===== config.mk =====
export PLATFORM = sky130hd
export DESIGN_NAME = ps2_scan_receiver
export DESIGN_NICKNAME = d
export VERILOG_FILES = /design/src/rtl/ps2_scan_receiver.sv
export SDC_FILE = /design/constraint.sdc
export NUM_CORES = 1
export LEC_CHECK = 0
export BUFFER_PORTS_ARGS = -buffer_cell sky130_fd_sc_hd__buf_2
export CAP_MARGIN = 20
export CORE_ASPECT_RATIO = 1.2
export CORE_MARGIN = 3
export CORE_UTILIZATION = 51
export DETAILED_ROUTE_END_ITERATION = 10
export GPL_TIMING_DRIVEN = 1
export PLACE_DENSITY_LB_ADDON = 0.15
export SETUP_SLACK_MARGIN = 0.2
export SYNTH_ARGS = -nofsm -noshare
export SYNTH_HDL_FRONTEND = slang
export SYNTH_SLANG_ARGS = --single-unit

===== constraint.sdc =====
create_clock -name clk -period 2 [get_ports clk]
set_input_delay 0.1 -clock clk [delete_from_list [all_inputs] [get_ports clk]]
set_output_delay 0.1 -clock clk [all_outputs]
set_load 0.01 [all_outputs]

===== src/rtl/ps2_scan_receiver.sv =====
// ps2_scan_receiver
//   Receives 11-bit PS/2 keyboard frames on the raw pins and validates each
//   frame. Every accepted scan code is published with a one-cycle strobe and
//   is shifted into a 32-bit history of the last four codes (newest in [7:0]).
//   Partial frames are abandoned after TIMEOUT_CYCLES idle system clocks.
//
//   Optional macro PS2_PARITY_CHECK_EN: when defined, frames with bad odd
//   parity are rejected; otherwise the parity bit is sampled but ignored.
//
// Parameters:
//   TIMEOUT_CYCLES  clk cycles without a PS/2 falling edge before abandoning
//   TO_W            timeout counter width (must hold TIMEOUT_CYCLES-1)
// Ports:
//   clk         system clock, rising edge
//   reset       asynchronous active-high reset
//   ps2_clk     raw PS/2 clock pin (async, idles high)
//   ps2_data    raw PS/2 data pin (async, idles high)
//   code        last accepted scan code
//   code_valid  one-cycle pulse when code/x update
//   x           history {b3,b2,b1,b0}, b0 newest
//   frame_err   one-cycle pulse on a rejected or abandoned frame
module ps2_scan_receiver #(
  parameter int unsigned TIMEOUT_CYCLES = 50000,
  parameter int unsigned TO_W           = 16
) (
  input  logic        clk,
  input  logic        reset,
  input  logic        ps2_clk,
  input  logic        ps2_data,
  output logic [7:0]  code,
  output logic        code_valid,
  output logic [31:0] x,
  output logic        frame_err
);

  typedef enum logic [1:0] {
    S_IDLE,
    S_DATA,
    S_PARITY,
    S_STOP
  } state_t;

  localparam logic [TO_W-1:0] TO_LAST = TO_W'(TIMEOUT_CYCLES - 1);

  state_t          state_q, state_d;
  logic            clk_s1_q, clk_s2_q, clk_prev_q;
  logic            data_s1_q, data_s2_q;
  logic [2:0]      bit_cnt_q, bit_cnt_d;
  logic [7:0]      shift_q, shift_d;
  logic            par_q, par_d;
  logic [TO_W-1:0] to_cnt_q, to_cnt_d, to_inc;
  logic [7:0]      code_q, code_d;
  logic [31:0]     x_q, x_d;
  logic            code_valid_q, code_valid_d;
  logic            frame_err_q, frame_err_d;
  logic            fe;
  logic            parity_ok;

  // Two-flop synchronisers plus one history flop for edge detection.
  always_ff @(posedge clk or posedge reset) begin
    if (reset) begin
      clk_s1_q   <= 1'b1;
      clk_s2_q   <= 1'b1;
      clk_prev_q <= 1'b1;
      data_s1_q  <= 1'b1;
      data_s2_q  <= 1'b1;
    end else begin
      clk_s1_q   <= ps2_clk;
      clk_s2_q   <= clk_s1_q;
      clk_prev_q <= clk_s2_q;
      data_s1_q  <= ps2_data;
      data_s2_q  <= data_s1_q;
    end
  end

  assign fe = clk_prev_q & ~clk_s2_q;

`ifdef PS2_PARITY_CHECK_EN
  assign parity_ok = ^{shift_q, par_q};
`else
  assign parity_ok = 1'b1;
`endif

  always_ff @(posedge clk or posedge reset) begin
    if (reset) begin
      state_q      <= S_IDLE;
      bit_cnt_q    <= '0;
      shift_q      <= '0;
      par_q        <= 1'b0;
      to_cnt_q     <= '0;
      code_q       <= '0;
      x_q          <= '0;
      code_valid_q <= 1'b0;
      frame_err_q  <= 1'b0;
    end else begin
      state_q      <= state_d;
      bit_cnt_q    <= bit_cnt_d;
      shift_q      <= shift_d;
      par_q        <= par_d;
      to_cnt_q     <= to_cnt_d;
      code_q       <= code_d;
      x_q          <= x_d;
      code_valid_q <= code_valid_d;
      frame_err_q  <= frame_err_d;
    end
  end

  always_comb begin
    state_d      = state_q;
    bit_cnt_d    = bit_cnt_q;
    shift_d      = shift_q;
    par_d        = par_q;
    to_cnt_d     = to_cnt_q;
    code_d       = code_q;
    x_d          = x_q;
    code_valid_d = 1'b0;
    frame_err_d  = 1'b0;
    to_inc       = to_cnt_q + 1'b1;

    if (state_q == S_IDLE) begin
      to_cnt_d = '0;
      if (fe && !data_s2_q) begin
        state_d   = S_DATA;
        bit_cnt_d = '0;
      end
    end else if (fe) begin
      // A falling edge always wins over a coincident timeout.
      to_cnt_d = '0;
      case (state_q)
        S_DATA: begin
          shift_d[bit_cnt_q] = data_s2_q;
          bit_cnt_d          = bit_cnt_q + 3'd1;
          if (bit_cnt_q == 3'd7) begin
            state_d = S_PARITY;
          end
        end
        S_PARITY: begin
          par_d   = data_s2_q;
          state_d = S_STOP;
        end
        default: begin
          if (data_s2_q && parity_ok) begin
            code_d       = shift_q;
            x_d          = {x_q[23:0], shift_q};
            code_valid_d = 1'b1;
          end else begin
            frame_err_d = 1'b1;
          end
          state_d = S_IDLE;
        end
      endcase
    end else if (to_inc == TO_LAST) begin
      // Abandon on the cycle the counter would reach TIMEOUT_CYCLES-1.
      state_d     = S_IDLE;
      to_cnt_d    = '0;
      frame_err_d = 1'b1;
    end else begin
      to_cnt_d = to_inc;
    end
  end

  assign code       = code_q;
  assign code_valid = code_valid_q;
  assign x          = x_q;
  assign frame_err  = frame_err_q;

endmodule


After elaboration in Yosys (flattened, before gate mapping)

Cells that the tools add are included.

$add $sub $neg: 2
Multiply operators: 0
Divide/modulo/power cells: 0
Order comparisons: 2
Equality and inequality tests: 6
Shifts and indexed selects: 0
Mux-type cells: 25
Bitwise operators: 4
Reduce and logical (&&, ||, !) cells: 12

Operators by type and width:

| kind                  | number |
|---|---|
| $mux 16               | 3 |
| $add 16x1->16 const B | 1 |
| $eq 16x16->1 const B  | 1 |
| $mux 3                | 4 |
| $mux 1                | 10 |
| $mux 2                | 5 |
| $reduce_and 3->1      | 3 |
| $bwmux 8              | 1 |
| $lt 3x4->1 const B    | 1 |
| $ne 4x4->1 const B    | 1 |
| $pmux 2 s2            | 1 |
| $reduce_and 4->1      | 1 |
| $reduce_bool 2->1     | 2 |
| $add 3x1->3 const B   | 1 |
| $demux 1 s3           | 1 |
| $eq 3x3->1 const B    | 1 |
| $ge 3x1->1 const B    | 1 |
| $not 1->1             | 3 |
| $reduce_bool 3->1     | 1 |
| $eq 2x1->1 const B    | 1 |
| $eq 2x2->1 const B    | 1 |
| $logic_and 1x1->1     | 2 |
| $logic_not 2->1       | 1 |
| $ne 2x1->1 const B    | 1 |
| other kinds (3)       | 3 |

Register bits: 76
Latch bits: 0
Memory bits (writable): 0
Memory bits (read-only): 0
Input port bits: 4
Output and inout port bits: 42
Logic and storage cells: 64
Memories: 0

Depth between registers and ports, before layout

Gate-level depths: netlist (run 1).

Depth in word-level cells: 5
Depth in mapped cells: 8
Gate-level depth less buffers: 8

Worst setup path after synthesis (run 1)

OpenSTA, ideal clock, no wires.

Path type: register to register
Start: reg to_cnt_q[4]
End: reg state_q[0]
Setup time: 0.129 ns
Arrival time: 1.738 ns
Required time: 1.871 ns
Path slack: 0.132 ns
Cell stages (with the launch flop): 8
Path buffers: 1
Clock period less this slack: 1.868 ns
Cells stage by stage: dfrtp_1 > buf_2 > nand4_2 > or4_4 > a221oi_2 > o211ai_2 > a21boi_2 > o22ai_1

Word-level cells in the longest chain between the ends: 4

Ends and longest elaborated chain:

| what                        | line | source |
|---|---|---|
| start, declared             | 51   | `logic [TO_W-1:0] to_cnt_q, to_cnt_d, to_inc;` |
| start signal, assigned      | 100  | `to_cnt_q <= to_cnt_d;` |
| $add 16x1->16               | 118  | `to_inc = to_cnt_q + 1'b1;` |
| $eq 16x16->1                | 152  | `end else if (to_inc == TO_LAST) begin` |
| $reduce_bool 3->1 (no line) | n/a  |  |
| $reduce_and 3->1 (no line)  | n/a  |  |
| end signal, assigned        | 96   | `state_q <= state_d;` |
| end, declared               | 45   | `state_t state_q, state_d;` |

Every way passes these cells.
A chain may end at the register's enable or synchronous reset.

Worst setup path after layout (run 1)

Start: reg to_cnt_q[1]
End: reg state_q[0]

The elaborated chain is that of the path after synthesis.

==> impl_metrics.yaml, run 1 <==
routing:
  initialDrtViolationCount: 96
  ant_nets: 0
  routed_wl_microns: 5780
  num_vias: 2152
  wire_per_inst_microns: 14.3
  met1_length_microns: 2440
  wl_met3_microns: 231
  top_layer: "met4"
  drc: 0
  viasPerCell: 5.31
  dr_wl_met2_microns: 2960
  firstDrtPassIters: 4
critical_path:
  arrival_ns: 2.16
  r2r.worst_path.cells: 6
  cp-startpoint: "to_cnt_q[1]"
  rr_startpoint: "to_cnt_q[1]"
  r2r_setup_slack_ns: 0.07
  required_ns: 2.23
  worstSetupEndpointType: "flip-flop"
  cp_max_fo: 7
  path_class: "flip-flop to flip-flop"
  cp-endpoint: "state_q[0]"
  cp-start-kind: "flip-flop"
  reg2reg_to: "state_q[0]"
cells_and_area:
  nets: 333
  antenna_cells: 0
  finalCoreUtilization_pct: 67.4
  layout_commonest_cell: "dfrtp_1"
  area_delta_synth_final_pct: 24.7
  drive_gt1_share_pct: 49.5
  final_cell_mix: "dfrtp_1, buf_2, mux2_2"
  nFillCells: 460
clocking:
  clkTransAtPathRegs_ns: 0.07
  cts-htree-levels: 3
  tritoncts: "yes"
  clockBufferDepth: 2
  clock_latency_ns: 0.35
  root_buffer: "clkbuf_8"
  cts.sinks: 68
  cts_buffers: 9
placement:
  dp_hpwl_microns: 3700
  pre_cts_ws_ns: 0.0546
  gp_congestion: 0.832
  io_buffer_count: 45
pwr:
  ir_worst_vdd_mv: 0.592
  power.internal_mw: 2.42
  p_per_area_nw_per_um2: 862
  p_clk_share_pct: 36.0
  switching_share_pct: 28.3
  power.leakage_nw: 1.93
  switchingPower_uw: 956
  p_seq_share_pct: 45.4
  p_comb_share_pct: 18.6
logic_synthesis:
  synth_fa_ha_area_share_pct: 3.18
  synth_cells: 261
  synthXorXnorAreaFrac_pct: 3.62
  synth_edf_count: 0
  synth_simple_gate_area_share_pct: 15.1
  synth_flop_cell: "dfrtp_1"
  synth_top_family_by_area: "simple AND/OR/NAND/NOR gates"
  ys.warnings.count: 0
  synth-seq-area-share_pct: 54.3
  syn-num-nets: 273
  async_reset_ff_share_pct: 100
  syn-cell-area_sq_um: 3140
  synth.mux.area_fraction_pct: 14.7
  postSynthAreaPerCell_sq_um: 12.0
  synth_compound_area_share_pct: 5.21
  synth-seq-cells: 68
  yosysUniqueCellTypes: 44
sta:
  min_period_ns: 1.93
  clock-skew-final_ns: 0.00773
  max_freq_ghz: 0.517
  fin_setup_tns_ns: 0
  drv_slew: 0
  slew_headroom_pct: 60.4
  fin_ws_ns: 0.0658
  finalSetupViolations: 0
  min_period_over_period_pct: 96.7
  rsz0062_at_grt: "yes"
  tightest_slew_ns: 0.593
  hold_violations: 0
grt:
  grt_pass1_wl_microns: 9740
  grt_max_degree: 42
  grt_overflow: 0
  grt_pass1_vias: 2133
  grt_antenna_before_repair: 0
  grt.total_usage_pct: 17.4
floorplan:
  initial_utilization_pct: 54.0
  top_level_ports: 46
  die_x_microns: 77.7
  rows: 30
  fp.coreArea_sq_um: 5820
  die_h_microns: 92.0
  die_area_sq_um: 7150
run_status:
  status: "completed"
min_path:
  worstHoldPathType: "input pin to async pin"
job:
  drv_cap: 0
==> repair_timing <==
action / 4_1_cts / 5_1_grt
setup endpoints to repair: 13 / 19
buffers inserted: 11 / 2
pin swaps: 7 / 13
resized for setup: 16 / 21
gates cloned: 0 / 0
hold buffers: 3 / 0
hold endpoints to repair: 29 / 0
==> synth_stat cells (all sizes together) (5+ instances only) <==
cell type   n  area [sq um]
nor2       21          78.8
and4        5          43.8
clkbuf      7          26.3
nand3b      5          37.5
nand2b      5          31.3
dfrtp      63          1580
inv         5          18.8
o21ai       6          30.0
xnor2       7          61.3
nand2      14          55.1
xor2        6          52.6
dfstp       5           131
mux2       41           462
nand3       8          40.0
buf        12          77.6
ha          8           100
==> cells by family (layout without fill, tap and decap cells) <==
family,after synthesis,count (layout)
compound gates,23,23
xor+xnor,13,13
fa+ha+maj,8,8
buf+inv,24,88
flops,68,68
mux,41,41
simple gates,84,84
==> registers in the layout, summed over array words and instances (netlist names), 2 cells and up <==
register and flops:
code 7, bit_cnt_q 3, state_q 2, x 25
to_cnt_q 16, shift_q 8
==> worst max-delay path: stages (launching register included) <==
cell and delay, ns:
dfrtp_2 0.42, nand4_1 0.17, or4_4 0.47, a221oi_4 0.35, o211ai_4 0.15, a21boi_2 0.17
o22ai_1 0.09
==> metal layers <==
layer	GRT usage, %	up-vias
li1	-	1031
met1	20.4	1062
met2	29.6	46
met3	3.83	13
met4	9.35	0
met5	0	-
==> power by group through the flow <==
stage,logic [mW],clock network [mW],registers (mW)
finish,0.628,1.22,1.53
global route,0.700,1.30,1.55
CTS,0.553,1.26,1.54
detailed placement,0.519,0,1.57
global placement,0.507,0,1.56
floorplan,0.388,0,1.54
==> worst min path at each step <==
stage	slack [ns]	depth (start not counted)	from	endpoint
2_1_floorplan	0.10	0	ps2_clk	clk_s1_q
3_3_place_gp	0.20	2	reset	x[26]
3_5_place_dp	0.20	2	reset	x[26]
4_1_cts	0.36	0	clk_s1_q	clk_s2_q
5_1_grt	0.36	0	clk_s1_q	clk_s2_q
6_report	0.36	3	reset	x[26]
==> cell type report <==
| class | count | area, sq um | share of cell area [%] |
|---|---|---|---|
| Clock buffer | 9 | 124 | 3.16 |
| Clock inverter | 6 | 90.1 | 2.30 |
| Inverter | 5 | 22.5 | 0.574 |
| Multi-Input combinational cell | 169 | 1440 | 36.7 |
| Sequential cell | 68 | 1720 | 43.7 |
| Tap cell | 80 | 100 | 2.55 |
| Timing Repair Buffer | 68 | 430 | 11.0 |
==> through the flow <==
| step | instance area, sq um | hold slack [ns] | instances | total power, mW |
|---|---|---|---|---|
| final | 3920 | 0.359 | 405 | 3.38 |
| after global routing | 3920 | 0.362 | 405 | 3.55 |
| after CTS | 3830 | 0.360 | 403 | 3.35 |
| after detailed placement | 3450 | 0.199 | 374 | 2.08 |
| after global placement | 3450 | 0.204 | 374 | 2.07 |
| after floorplan | 3160 | 0.104 | 261 | 1.93 |
Power figures use the tool's default switching activity.
==> inputs of run 2 (changes only) <==
CELL_PAD_IN_SITES_DETAIL_PLACEMENT = 1   (was default)
CELL_PAD_IN_SITES_GLOBAL_PLACEMENT = 2   (was default)
CORE_UTILIZATION = 34   (was 51)
==> impl_metrics.yaml, run 2 (synthesis results as in run 1) <==
grt:
  grt_pass1_vias: 2409
  grt_pass1_wl_microns: 11900
  grt.total_usage_pct: 14.2
  grt_max_degree: 33
  grt_overflow: 0
  grt_antenna_before_repair: 0
clocking:
  cts_buffers: 9
  cts.sinks: 68
  clockBufferDepth: 2
  tritoncts: "yes"
  cts-htree-levels: 3
  root_buffer: "clkbuf_8"
  clkTransAtPathRegs_ns: 0.08
  clock_latency_ns: 0.33
placement:
  gp_congestion: 0.760
  io_buffer_count: 45
  dp_hpwl_microns: 4640
  dpl_cell_area_sq_um: 3520
critical_path:
  rr_startpoint: "to_cnt_q[1]"
  r2r_setup_slack_ns: 0.11
  path_class: "flip-flop to flip-flop"
  r2r.worst_path.cells: 6
  max_stage_delay_ns: 0.46
  arrival_ns: 2.10
  reg2reg_to: "state_q[0]"
  worstSetupEndpointType: "flip-flop"
  cp-start-kind: "flip-flop"
  cp_slowest_cell: "or4_4"
  crit_family: "compound AO/OA/AOI/OAI gates"
  required_ns: 2.22
  worstPathBufferInverterCount: 0
  path_cells: "nand4_1 > or4_4 > a221oi_4 > o211ai_4 > a21boi_2 > o22ai_1"
  cp_max_fo: 7
sta:
  clock-skew-final_ns: 0.00861
  rsz0062_at_grt: "yes"
  hold_violations: 0
  finalSetupViolations: 0
  fin_hold_ws_ns: 0.362
  max_freq_ghz: 0.530
  drv_slew: 0
  tightest_slew_ns: 0.753
  min_period_over_period_pct: 94.3
  min_period_ns: 1.89
  fin_setup_tns_ns: 0
  slew_headroom_pct: 49.7
floorplan:
  top_level_ports: 46
  die_x_microns: 93.8
  die_h_microns: 111
  fp.coreArea_sq_um: 8800
  rows: 37
  die_area_sq_um: 10400
  initial_utilization_pct: 35.7
routing:
  firstDrtPassIters: 4
  routed_wl_microns: 6890
  viasPerCell: 4.89
  ant_nets: 0
  initialDrtViolationCount: 87
  wire_per_inst_microns: 15.3
  num_vias: 2201
  drc: 0
cells_and_area:
  layout_commonest_cell: "dfrtp_1"
  largest_reg_flops: 25
  nets: 340
  final_cell_mix: "dfrtp_1, buf_2, mux2_2"
  drive_gt1_share_pct: 52.0
  area_delta_synth_final_pct: 28.3
  final_design_area_no_fill_sq_um: 4040
  antenna_cells: 0
job:
  drv_cap: 0
pwr:
  power.leakage_nw: 1.97
  p_per_area_nw_per_um2: 829
  ir_worst_vdd_mv: 0.440
min_path:
  holdPathStages: 0
  worstHoldStart: "data_s1_q"
  worstHoldPathType: "flip-flop to flip-flop"
  whs_endpoint: "data_s2_q"
run_status:
  status: "completed"
## run 2: worst reg2reg max path: stages (launching register included)
cell,delay (ns)
dfrtp_2,0.44
nand4_1,0.16
or4_4,0.46
a221oi_4,0.32
o211ai_4,0.14
a21boi_2,0.16
o22ai_1,0.09
## run 2: what timing repair did
action / CTS / global route
buffers inserted: 12 / 3
setup endpoints to repair: 13 / 19
hold buffers: 3 / 0
pin swaps: 9 / 10
resized for setup: 21 / 23
hold endpoints to repair: 27 / 0
## run 2: layout make-up
type | count | area (sq um)
fill | 951 | 4760
sequential | 68 | 1710
multi-input combinational | 169 | 1480
timing repair buffer | 75 | 470
tap | 117 | 146
clock buffer | 9 | 124
clock inverter | 7 | 75.1
inverter | 5 | 22.5
## run 2: per-layer routing
metal / global-route usage [%] / vias to the layer above / part of all wire, %
li1: - / 1046 / -
met1: 19.4 / 1101 / 47
met3: 2.50 / 10 / 3.3
met5: 0 / - / 0
met4: 5.30 / 0 / 1.5
met2: 22.5 / 44 / 48
## run 2: where the power goes
group	total, mW	switching, mW	leakage (nW)	internal (mW)
clock network	1.14	0.561	0.104	0.582
logic	0.629	0.353	0.949	0.276
registers	1.57	0.111	0.920	1.46
total	3.35	1.03	1.97	2.32
## run 2: how the worst max path moves through the flow
stage                startpoint           to  cells after the start
detailed placement  to_cnt_q[4]  to_cnt_q[6]                      6
CTS                 to_cnt_q[4]   state_q[0]                      6
global route        to_cnt_q[1]   state_q[0]                      6
global placement    to_cnt_q[4]  to_cnt_q[6]                      6
finish              to_cnt_q[1]   state_q[0]                      6
floorplan           to_cnt_q[4]   state_q[0]                      7
## run 2: stage by stage
step	utilization, %	setup slack, ns	instances	total power, mW
floorplan	-	0.192	261	1.93
global placement	40.0	0.0381	416	2.11
detailed placement	40.0	0.0122	416	2.13
CTS	44.6	0.109	447	3.32
global route	45.9	0.0203	450	3.57
finish	45.9	0.115	450	3.35
